[config.mk]
export PLATFORM = sky130hd
export DESIGN_NAME = cfu_issue
export DESIGN_NICKNAME = d
export VERILOG_FILES = /design/src/rtl/cfu_issue.sv
export SDC_FILE = /design/constraint.sdc
export NUM_CORES = 1
export LEC_CHECK = 0
export CAP_MARGIN = 20
export CORE_MARGIN = 2
export CORE_UTILIZATION = 44
export CTS_BUF_LIST = sky130_fd_sc_hd__clkbuf_4
export DETAILED_ROUTE_END_ITERATION = 7
export PLACE_DENSITY_LB_ADDON = 0.08
export REMOVE_ABC_BUFFERS = 1
export SYNTH_ARGS = -nofsm -noshare
export SYNTH_HDL_FRONTEND = slang
export SYNTH_SLANG_ARGS = --single-unit
[constraint.sdc]
create_clock -name clk_i -period 2.5 [get_ports clk_i]
set_input_delay 0.625 -clock clk_i [delete_from_list [all_inputs] [get_ports clk_i]]
set_output_delay 0.625 -clock clk_i [all_outputs]
set_load 0.03 [all_outputs]
[src/rtl/cfu_issue.sv]
// Execute-stage adapter that issues one instruction at a time to a custom function unit (CFU) and holds its result for writeback.
// Optional watchdog: define CFU_TIMEOUT_EN to force completion after TIMEOUT_CYCLES stalled EXEC cycles.
module cfu_issue #(
    parameter int CNT_W          = 16,
    parameter int TIMEOUT_CYCLES = 1024
) (
    input  logic             clk_i,
    input  logic             rst_i,
    input  logic             issue_valid_i,
    output logic             issue_ready_o,
    input  logic [2:0]       funct3_i,
    input  logic [6:0]       funct7_i,
    input  logic [31:0]      src1_i,
    input  logic [31:0]      src2_i,
    input  logic             flush_i,
    output logic             cfu_en_o,
    output logic [2:0]       cfu_funct3_o,
    output logic [6:0]       cfu_funct7_o,
    output logic [31:0]      cfu_src1_o,
    output logic [31:0]      cfu_src2_o,
    input  logic             cfu_stall_i,
    input  logic [31:0]      cfu_rslt_i,
    output logic             rslt_valid_o,
    output logic [31:0]      rslt_o,
    input  logic             rslt_ready_i,
    output logic [CNT_W-1:0] busy_cycles_o,
    output logic             err_o
);

    typedef enum logic [1:0] {
        S_IDLE,
        S_EXEC,
        S_HOLD
    } state_e;

    state_e            state_q, state_d;
    logic [2:0]        funct3_q;
    logic [6:0]        funct7_q;
    logic [31:0]       src1_q, src2_q;
    logic [31:0]       rslt_q;
    logic [CNT_W-1:0]  busy_q;
    logic [CNT_W-1:0]  cnt_q;
    logic              discard_q;

    logic              issue_ready;
    logic              issue_fire;
    logic [CNT_W-1:0]  cnt_inc;
    logic              done_normal;
    logic              timeout_hit;
    logic              op_done;
    logic              discard_now;

    // busy_cycles_o must be able to report a watchdog completion.
    if ((TIMEOUT_CYCLES < 1) || (longint'(TIMEOUT_CYCLES) >= (longint'(1) << CNT_W))) begin : g_bad_timeout
        $error("cfu_issue: TIMEOUT_CYCLES does not fit in CNT_W bits");
    end

    assign issue_fire  = issue_valid_i & issue_ready;
    assign cnt_inc     = (&cnt_q) ? cnt_q : cnt_q + 1'b1;
    assign done_normal = (state_q == S_EXEC) & ~cfu_stall_i;
    // A flush landing on the completing cycle still drops that result.
    assign discard_now = discard_q | flush_i;
    assign op_done     = done_normal | timeout_hit;

`ifdef CFU_TIMEOUT_EN
    localparam logic [CNT_W:0]   TO_LIM  = (CNT_W+1)'(TIMEOUT_CYCLES);
    localparam logic [CNT_W-1:0] TO_BUSY = CNT_W'(TIMEOUT_CYCLES);

    logic err_q;

    assign timeout_hit = (state_q == S_EXEC) & cfu_stall_i &
                         (({1'b0, cnt_q} + 1'b1) >= TO_LIM);
    assign err_o       = err_q;

    always_ff @(posedge clk_i) begin
        if (rst_i) begin
            err_q <= 1'b0;
        end else if (issue_fire) begin
            err_q <= 1'b0;
        end else if (timeout_hit && !discard_now) begin
            err_q <= 1'b1;
        end
    end
`else
    assign timeout_hit = 1'b0;
    assign err_o       = 1'b0;
`endif

    // State register.
    // NOTE: sequential state uses non-blocking (<=) so every register samples pre-edge values.
    always_ff @(posedge clk_i) begin
        if (rst_i) begin
            state_q <= S_IDLE;
        end else begin
            state_q <= state_d;
        end
    end

    // Next-state logic.
    // NOTE: state_d gets a default first so no path through the case can infer a latch.
    always_comb begin
        state_d = state_q;
        case (state_q)
            S_IDLE: begin
                if (issue_fire) state_d = S_EXEC;
            end
            S_EXEC: begin
                if (op_done) state_d = discard_now ? S_IDLE : S_HOLD;
            end
            S_HOLD: begin
                if (flush_i) begin
                    state_d = S_IDLE;
                end else if (rslt_ready_i) begin
                    state_d = issue_valid_i ? S_EXEC : S_IDLE;
                end
            end
            default: state_d = S_IDLE;
        endcase
    end

    // Output decode.
    always_comb begin
        issue_ready  = 1'b0;
        cfu_en_o     = 1'b0;
        rslt_valid_o = 1'b0;
        case (state_q)
            S_IDLE: issue_ready = ~flush_i;
            S_EXEC: cfu_en_o = 1'b1;
            S_HOLD: begin
                rslt_valid_o = 1'b1;
                issue_ready  = rslt_ready_i & ~flush_i;
            end
            default: ;
        endcase
    end

    // Operand, result and counter registers.
    always_ff @(posedge clk_i) begin
        if (rst_i) begin
            funct3_q  <= '0;
            funct7_q  <= '0;
            src1_q    <= '0;
            src2_q    <= '0;
            rslt_q    <= '0;
            busy_q    <= '0;
            cnt_q     <= '0;
            discard_q <= 1'b0;
        end else begin
            if (issue_fire) begin
                funct3_q  <= funct3_i;
                funct7_q  <= funct7_i;
                src1_q    <= src1_i;
                src2_q    <= src2_i;
                cnt_q     <= '0;
                discard_q <= 1'b0;
            end
            if (state_q == S_EXEC) begin
                cnt_q <= cnt_inc;
                if (flush_i) discard_q <= 1'b1;
                if (op_done) begin
                    discard_q <= 1'b0;
                    if (!discard_now) begin
`ifdef CFU_TIMEOUT_EN
                        if (timeout_hit) begin
                            rslt_q <= '0;
                            busy_q <= TO_BUSY;
                        end else begin
                            rslt_q <= cfu_rslt_i;
                            busy_q <= cnt_inc;
                        end
`else
                        rslt_q <= cfu_rslt_i;
                        busy_q <= cnt_inc;
`endif
                    end
                end
            end
        end
    end

    assign issue_ready_o = issue_ready;
    assign cfu_funct3_o  = funct3_q;
    assign cfu_funct7_o  = funct7_q;
    assign cfu_src1_o    = src1_q;
    assign cfu_src2_o    = src2_q;
    assign rslt_o        = rslt_q;
    assign busy_cycles_o = busy_q;

endmodule

**After elaboration in Yosys (flattened, before gate mapping)**

Index checks and enable logic that the tools add are counted.
W data, S select, Z words.

- $add $sub $neg: 1
- Multiply operators: 0
- Div/mod/pow operators: 0
- $lt $le $gt $ge: 0
- Eq/ne operators: 5
- Shifts and indexed selects: 0
- Muxes and demuxes: 17
- Bitwise gates (word level): 7
- Reduce and logical (&&, ||, !) cells: 5

Operators with widths:

| operator | count |
|---|---|
| $mux W16 | 3 |
| $add A16 B1 Y16 const B | 1 |
| $reduce_and A16 Y1 | 1 |
| $mux W2 | 5 |
| $mux W1 | 7 |
| $pmux W2 S3 | 1 |
| $reduce_and A3 Y1 | 2 |
| $ne A2 B2 Y1 const B | 2 |
| $and A1 B1 Y1 | 3 |
| $ne A3 B3 Y1 const B | 1 |
| $not A1 Y1 | 3 |
| $eq A2 B1 Y1 const B | 1 |
| $eq A2 B2 Y1 const B | 1 |
| $logic_not A2 Y1 | 1 |
| $pmux W1 S2 | 1 |
| $reduce_bool A2 Y1 | 1 |
| $or A1 B1 Y1 | 1 |

- Flip-flop bits (word level): 141
- Latch bits: 0
- Bits in writable memories: 0
- Bits in read-only memories: 0
- Memories: 0

**Depth between registers and ports, before layout**

Gate-level depths: netlist of the first run.

- Depth in word-level cells: 8
- Gate-level depth with buffers: 7
- Gate-level depth less buffers: 6

**Worst setup path after synthesis of the first run**

No wires, ideal clock.

- Path type: input to register
- Start: in rslt_ready_i
- End: reg funct3_q[2], in the netlist cfu_funct3_o[2]
- Library setup time: 132 ps
- Arrival: 2072 ps
- Slack: 295 ps
- Stages on the path: 7
- Cell sequence: nor2b_1 nor3_1 nand2_1 buf_2 clkbuf_1 nand2_1 a21oi_1

- Word-level cells in the longest chain between the ends: 3

RTL lines:

| item | line | RTL |
|---|---|---|
| start, declared | 25 | `input logic rslt_ready_i,` |
| $and A1 B1 Y1 | 131 | `issue_ready = rslt_ready_i & ~flush_i;` |
| $pmux W1 S2 | 126 | `case (state_q)` |
| named net issue_ready_o | 10 | `output logic issue_ready_o,` |
| $and A1 B1 Y1 | 58 | `assign issue_fire = issue_valid_i & issue_ready;` |
| end signal, assigned | 150 | `funct3_q <= funct3_i;` |
| end, declared | 37 | `logic [2:0] funct3_q;` |

The timed path passes the listed nets, and every way through them passes these cells.
A chain may end at the register's enable or synchronous reset.

**Worst setup path after layout of the first run**

- Start: in rslt_ready_i
- End: out issue_ready_o

- Word-level cells in the longest chain between the ends: 2

RTL lines:

| item | line |
|---|---|
| $and A1 B1 Y1 | 131 |
| $pmux W1 S2 | 126 |
| end, declared | 10 |

Every way passes these cells.

==> reports/qor.csv, run 1 <==
metric,value,unit
run_status,"complete, no violations",
grt_max_degree,129,
layout.cells.most_common,clkdlybuf4s50_1,
drive_above_1_share,6.00,%
clkTransAtPathRegs,90,ps
drcViolationCount,0,
final_min_period_over_clock_period,92.4,%
core_area,12100,sq um
ys.flop_type,dfxtp_1,
cts_tree,built,
crit_path_start_kind,primary input,
ys_async_sr_fraction,0,%
htreeDepth,4,
gp_congestion,0.877,
fillCellCount,991,
ys_seq_elements,141,
viasPerCell,5.09,
cts.sinks,141,
dp_hpwl,11.6,mm
layout.nets,1022,
initial_core_util,45.3,%
finalSetupViolations,0,
netlist_area,5470,sq um
hold_slack,362,ps
cp_max_fo,2,
insertion_delay,540,ps
maxSlewHeadroom,57.6,%
ios,238,
avgRoutedWirePerCell,15.0,microns
antenna_found_initial,1,
clk_path_buf_depth,2,
wirelength,16.3,mm
synth-edff-count,0,
worstMarginPinSlew,635,ps
grt_pass1_vias,5130,
synth_area_per_cell,7.89,sq um
ir_worst_vdd,0.280,mV
grt_use_total,24.1,%
numCtsBuffers,17,
fin_crit,2310,ps
final.setup_skew,9.65,ps
drv_cap,0,
slew_violations,0,
die_w,115,microns
grt_overflow,0,
grt_pass1_wl,25.3,mm
crit_buf_inv,2,
die_h,115,microns
total_power,4.27,mW
path_cells,"clkdlybuf4s50_1, nor2b_1, nor3_1, buf_4",
vias,5526,
ant_nets,0,
crit_family,buffers and inverters,
layout-area-overhead-vs-synth,50.5,%
hold_viol_final,0,
rsz0062_at_grt,false,
max_stage_delay,480,ps
io_buffers,236,
seq_area_frac_synth,51.6,%
design_area,8230,sq um
rows,40,
netlist_instances,693,
cts-root-buf,clkbuf_4,
power.density,519,nW/um^2
setup_ws,189,ps
critPathSlowestCell,clkdlybuf4s50_1,
layout_common_cells,"clkdlybuf4s50_1 (232), nand2_1 (230), dfxtp_1 (141), a21oi_1 (123), nor2_1 (25)",
critPathCaptureType,primary output,
cp.required,1880,ps
drt_first_iter_violations,345,
setup_tns,0,ps
ys_types,55,
clock.fmax,433,MHz
drtPass1Iterations,5,
crit_type,primary input to primary output,
place_area,8010,sq um
p_leak,2.84,nW
die_area,13300,sq um
ys.warnings.count,0,
hp-class,primary input to flop,
cp_data_arrival_time,1690,ps
pre_cts_ws,104,ps
stage by stage:
step	utilization [%]	cells
after floorplan	-	640
after global placement	66.4	1058
after detailed placement	66.4	1058
after CTS	68.2	1085
after global routing	68.2	1085
final	68.2	1086
synth_stat cells (3+ instances only):
cell type | n | area (sq um)
nand2_1 | 231 | 867
dfxtp_1 | 141 | 2820
a21oi_1 | 123 | 616
clkbuf_1 | 36 | 135
nor2_1 | 25 | 93.8
nor3_1 | 14 | 70.1
buf_2 | 11 | 55.1
nand3_1 | 11 | 55.1
o21ai_0 | 8 | 40.0
nand2b_1 | 6 | 37.5
xor2_1 | 6 | 52.6
a211oi_1 | 5 | 37.5
a31oi_1 | 5 | 31.3
inv_1 | 5 | 18.8
nand4_1 | 5 | 31.3
nor4_1 | 5 | 31.3
clkbuf_2 | 3 | 15.0
mux2i_1 | 3 | 30.0
nor2b_1 | 3 | 18.8
o211ai_1 | 3 | 22.5
or3_1 | 3 | 18.8
cell families (layout without fill, tap and decap cells):
| logic type | count (synthesis) | in the layout | share of synthesized area, % |
|---|---|---|---|
| AOI/OAI and AO/OA | 159 | 159 | 16.2 |
| and+or+nand+nor | 323 | 323 | 25.9 |
| other | 1 | 2 | 0.0686 |
| muxes | 3 | 3 | 0.549 |
| buffers and inverters | 58 | 282 | 4.37 |
| adders and majority gates | 1 | 1 | 0.229 |
| DFF | 141 | 141 | 51.6 |
| xor gates and xnor gates | 7 | 7 | 1.12 |
timing repair:
action / in CTS / in global routing
setup endpoints to repair: 1 / 1
gates resized for setup: 1 / 1
hold buffers: 0 / 0
buffers inserted: 0 / 0
registers in the layout (all words and copies together) (netlist names):
name	count
cfu_src1_o	32
busy_cycles_o	16
state_q	2
cfu_src2_o	32
discard_q	1
cfu_funct3_o	3
rslt_o	32
cnt_q	16
cfu_funct7_o	7
cell type report:
cell class / instances / area [sq um] / area share (%)
diodes: 1 / 2.50 / 0.0304
well taps: 168 / 210 / 2.56
flip-flops and latches: 141 / 2820 / 34.3
inverters: 5 / 18.8 / 0.228
clock inverters: 6 / 50.0 / 0.608
multi-input cells: 494 / 2420 / 29.5
repair buffers: 250 / 2540 / 30.9
clock buffers: 21 / 158 / 1.92
where the power goes:
group | internal, mW | switching, mW
clock | 0.495 | 0.712
sequential | 2.32 | 0.0383
combinational | 0.342 | 0.363
worst paths after layout:
kind / cells past startpoint / slack (ps) / start / end
setup reg to reg: 6 / 370 / cnt_q[0] / cnt_q[14]
setup / recovery: 4 / 190 / rslt_ready_i / issue_ready_o
hold / removal: 2 / 360 / rst_i / cnt_q[13]
hold reg to reg: 2 / 460 / rslt_o[25] / rslt_o[25]
metal layers:
metal / track usage (%) / vias up / routed length, microns
met4: 10.8 / 0 / 441
met3: 8.58 / 34 / 1510
met5: 0 / - / 0
met1: 28.1 / 2527 / 6460
li1: - / 2748 / -
met2: 39.9 / 217 / 7900
Power figures use the tool's default switching activity.
==> run 2: changes to the inputs <==
- CORE_UTILIZATION: 44 -> 48
- DONT_BUFFER_PORTS: default -> 1
==> run 2 against run 1 <==
  * Global-route usage decreased by 1.6 points
  * Critical path depth decreased by 1
  * Clock power is 41% higher
  * Utilization is 15 points lower
  * Clock skew about the same
  * Count of clock-buffer cells in the layout down 2
  * Total power rose by 3.3%
  * Final cell count decreased by 25%
  * Routed wire length shrank 15%
  * Non-clock buffer count fell by 243
  * Sequential cell count did not move
  * Critical path type is now flop to primary output
  * Largest power group unchanged
==> reports/qor.csv, run 2 (synthesized netlist as in run 1, its figures left out) <==
metric,value,unit,change
grt_use_total,22.5,%,-1.6 points
vias,4622,,-16%
die_area,12300,sq um,-8.1%
slew_violations,0,,unchanged
worst-path-stages,3,,-1
r2r-end,busy_cycles_o[5],,
avgRoutedWirePerCell,17.0,microns,+13%
ios,238,,unchanged
regArea,2820,sq um,unchanged
dp_hpwl,9.58,mm,-18%
cts_tree,built,,
die_h,111,microns,-4.1%
diodes,0,,-1
final_min_period_over_clock_period,91.6,%,-0.87 points
hold_slack,136,ps,-227 ps
rsz0062_at_grt,false,,
clock.fmax,437,MHz,+0.95%
final.setup_skew,9.19,ps,-0.458 ps
r2r_cells,6,,unchanged
drt_first_iter_violations,307,,-11%
crit_path_start_kind,flop,,
drv_cap,0,,unchanged
power.density,752,nW/um^2,+45%
cts_setup_buffers,0,,unchanged
holdPathEnd,busy_cycles_o[6],,
crit_type,flop to primary output,,
cts-root-buf,clkbuf_4,,
finalSetupViolations,0,,unchanged
cts.sinks,141,,unchanged
crit_family,flip-flops,,
instances_no_fill,819,,-25%
core_area,11000,sq um,-8.9%
ir_worst_vdd,0.362,mV,+29%
path_cells,"nand2b_1, inv_2, buf_4",,
ctsResizeCount,1,,unchanged
placed_cells,787,,-26%
p_leak,1.97,nW,-31%
ant_nets,0,,unchanged
layout-area-overhead-vs-synth,7.32,%,
antenna_found_initial,0,,-1
grt_pass1_vias,4366,,-15%
initial_core_util,49.8,%,+4.5 points
hold_path_depth,1,,-1
hold_start,rst_i,,
reg2reg_from,cnt_q[0],,
cp.required,1880,ps,about the same
cp_data_arrival_time,1660,ps,-30 ps
insertion_delay,540,ps,about the same
gp_congestion,0.874,,-0.33%
fillCellCount,1090,,+10%
max_stage_delay,460,ps,-20 ps
layout.nets,779,,-24%
die_w,111,microns,-4.1%
layout.cells.most_common,nand2_1,,
drcViolationCount,0,,unchanged
r2r_slack,280,ps,-90 ps
critPathCaptureType,primary output,,
io_buffers,0,,-100%
layout_common_cells,"nand2_1 (230), dfxtp_1 (141), a21oi_1 (123), nor2_1 (25), clkbuf_4 (19)",,
clkTransAtPathRegs,110,ps,+20 ps
hp-class,primary input to flop,,
multi_input_area,2430,sq um,+0.41%
maxSlewHeadroom,56.1,%,-1.6 points
worstMarginPinSlew,658,ps,+22.4 ps
grt_pass1_wl,22.3,mm,-12%
critPathSlowestCell,dfxtp_1,,
run_status,"complete, no violations",,
htreeDepth,4,,unchanged
numCtsBuffers,17,,unchanged
drtPass1Iterations,4,,-1
wirelength,13.9,mm,-15%
grt_max_degree,137,,+6.2%
drive_above_1_share,8.10,%,+2.1 points
grt_overflow,0,,unchanged
crit_buf_inv,2,,unchanged
cts_hold_buf,0,,unchanged
rows,38,,-5.0%
total_power,4.41,mW,+3.3%
clk_path_buf_depth,2,,unchanged
cp_max_fo,10,,+8
fin_crit,2290,ps,-21.8 ps
hold_viol_final,0,,unchanged
viasPerCell,5.64,,+11%
setup_ws,211,ps,+21.8 ps
pre_cts_ws,190,ps,+86.1 ps
run 2: cell type report:
cell class              instances  area share (%)
inverters                       5           0.320
well taps                     140            2.99
clock inverters                13            3.33
clock buffers                  19            2.43
repair buffers                  7            1.32
multi-input cells             494            41.5
flip-flops and latches        141            48.1
run 2: how the worst max path moves through the flow:
stage / from / endpoint / slack, ps
floorplan: flush_i / cnt_q[15] / -2240
global placement: cnt_q[0] / busy_cycles_o[5] / 220
detailed placement: cnt_q[0] / busy_cycles_o[5] / 190
CTS: state_q[0] / cfu_en_o / 50
global route: cnt_q[0] / busy_cycles_o[5] / 50
finish: state_q[0] / cfu_en_o / 210
run 2: through the flow:
step	area, sq um	setup TNS [ps]	util [%]
5_1_grt	5870	0	53.4
3_5_place_dp	5520	0	50.3
2_1_floorplan	5250	-202010	-
3_3_place_gp	5520	0	50.3
6_report	5870	0	53.4
4_1_cts	5860	0	53.4
run 2: worst register-to-register path, stage by stage, from the launching register on:
cell       delay (ps)
dfxtp_1           470
ha_1              350
nand3_1           210
nand4bb_2         480
nand4_1           280
xor2_1            100
a211oi_1          260
run 2: per-layer routing:
layer,share of wire [%],track usage [%]
met4,1.9,9.00
met5,0,0
met3,9.0,9.02
met1,41,25.7
met2,49,37.8
run 2: power by group:
group | switching, mW | internal (mW)
Sequential | 0.190 | 2.32
Clock | 0.800 | 0.906
Combinational | 0.127 | 0.0696
Total | 1.12 | 3.29
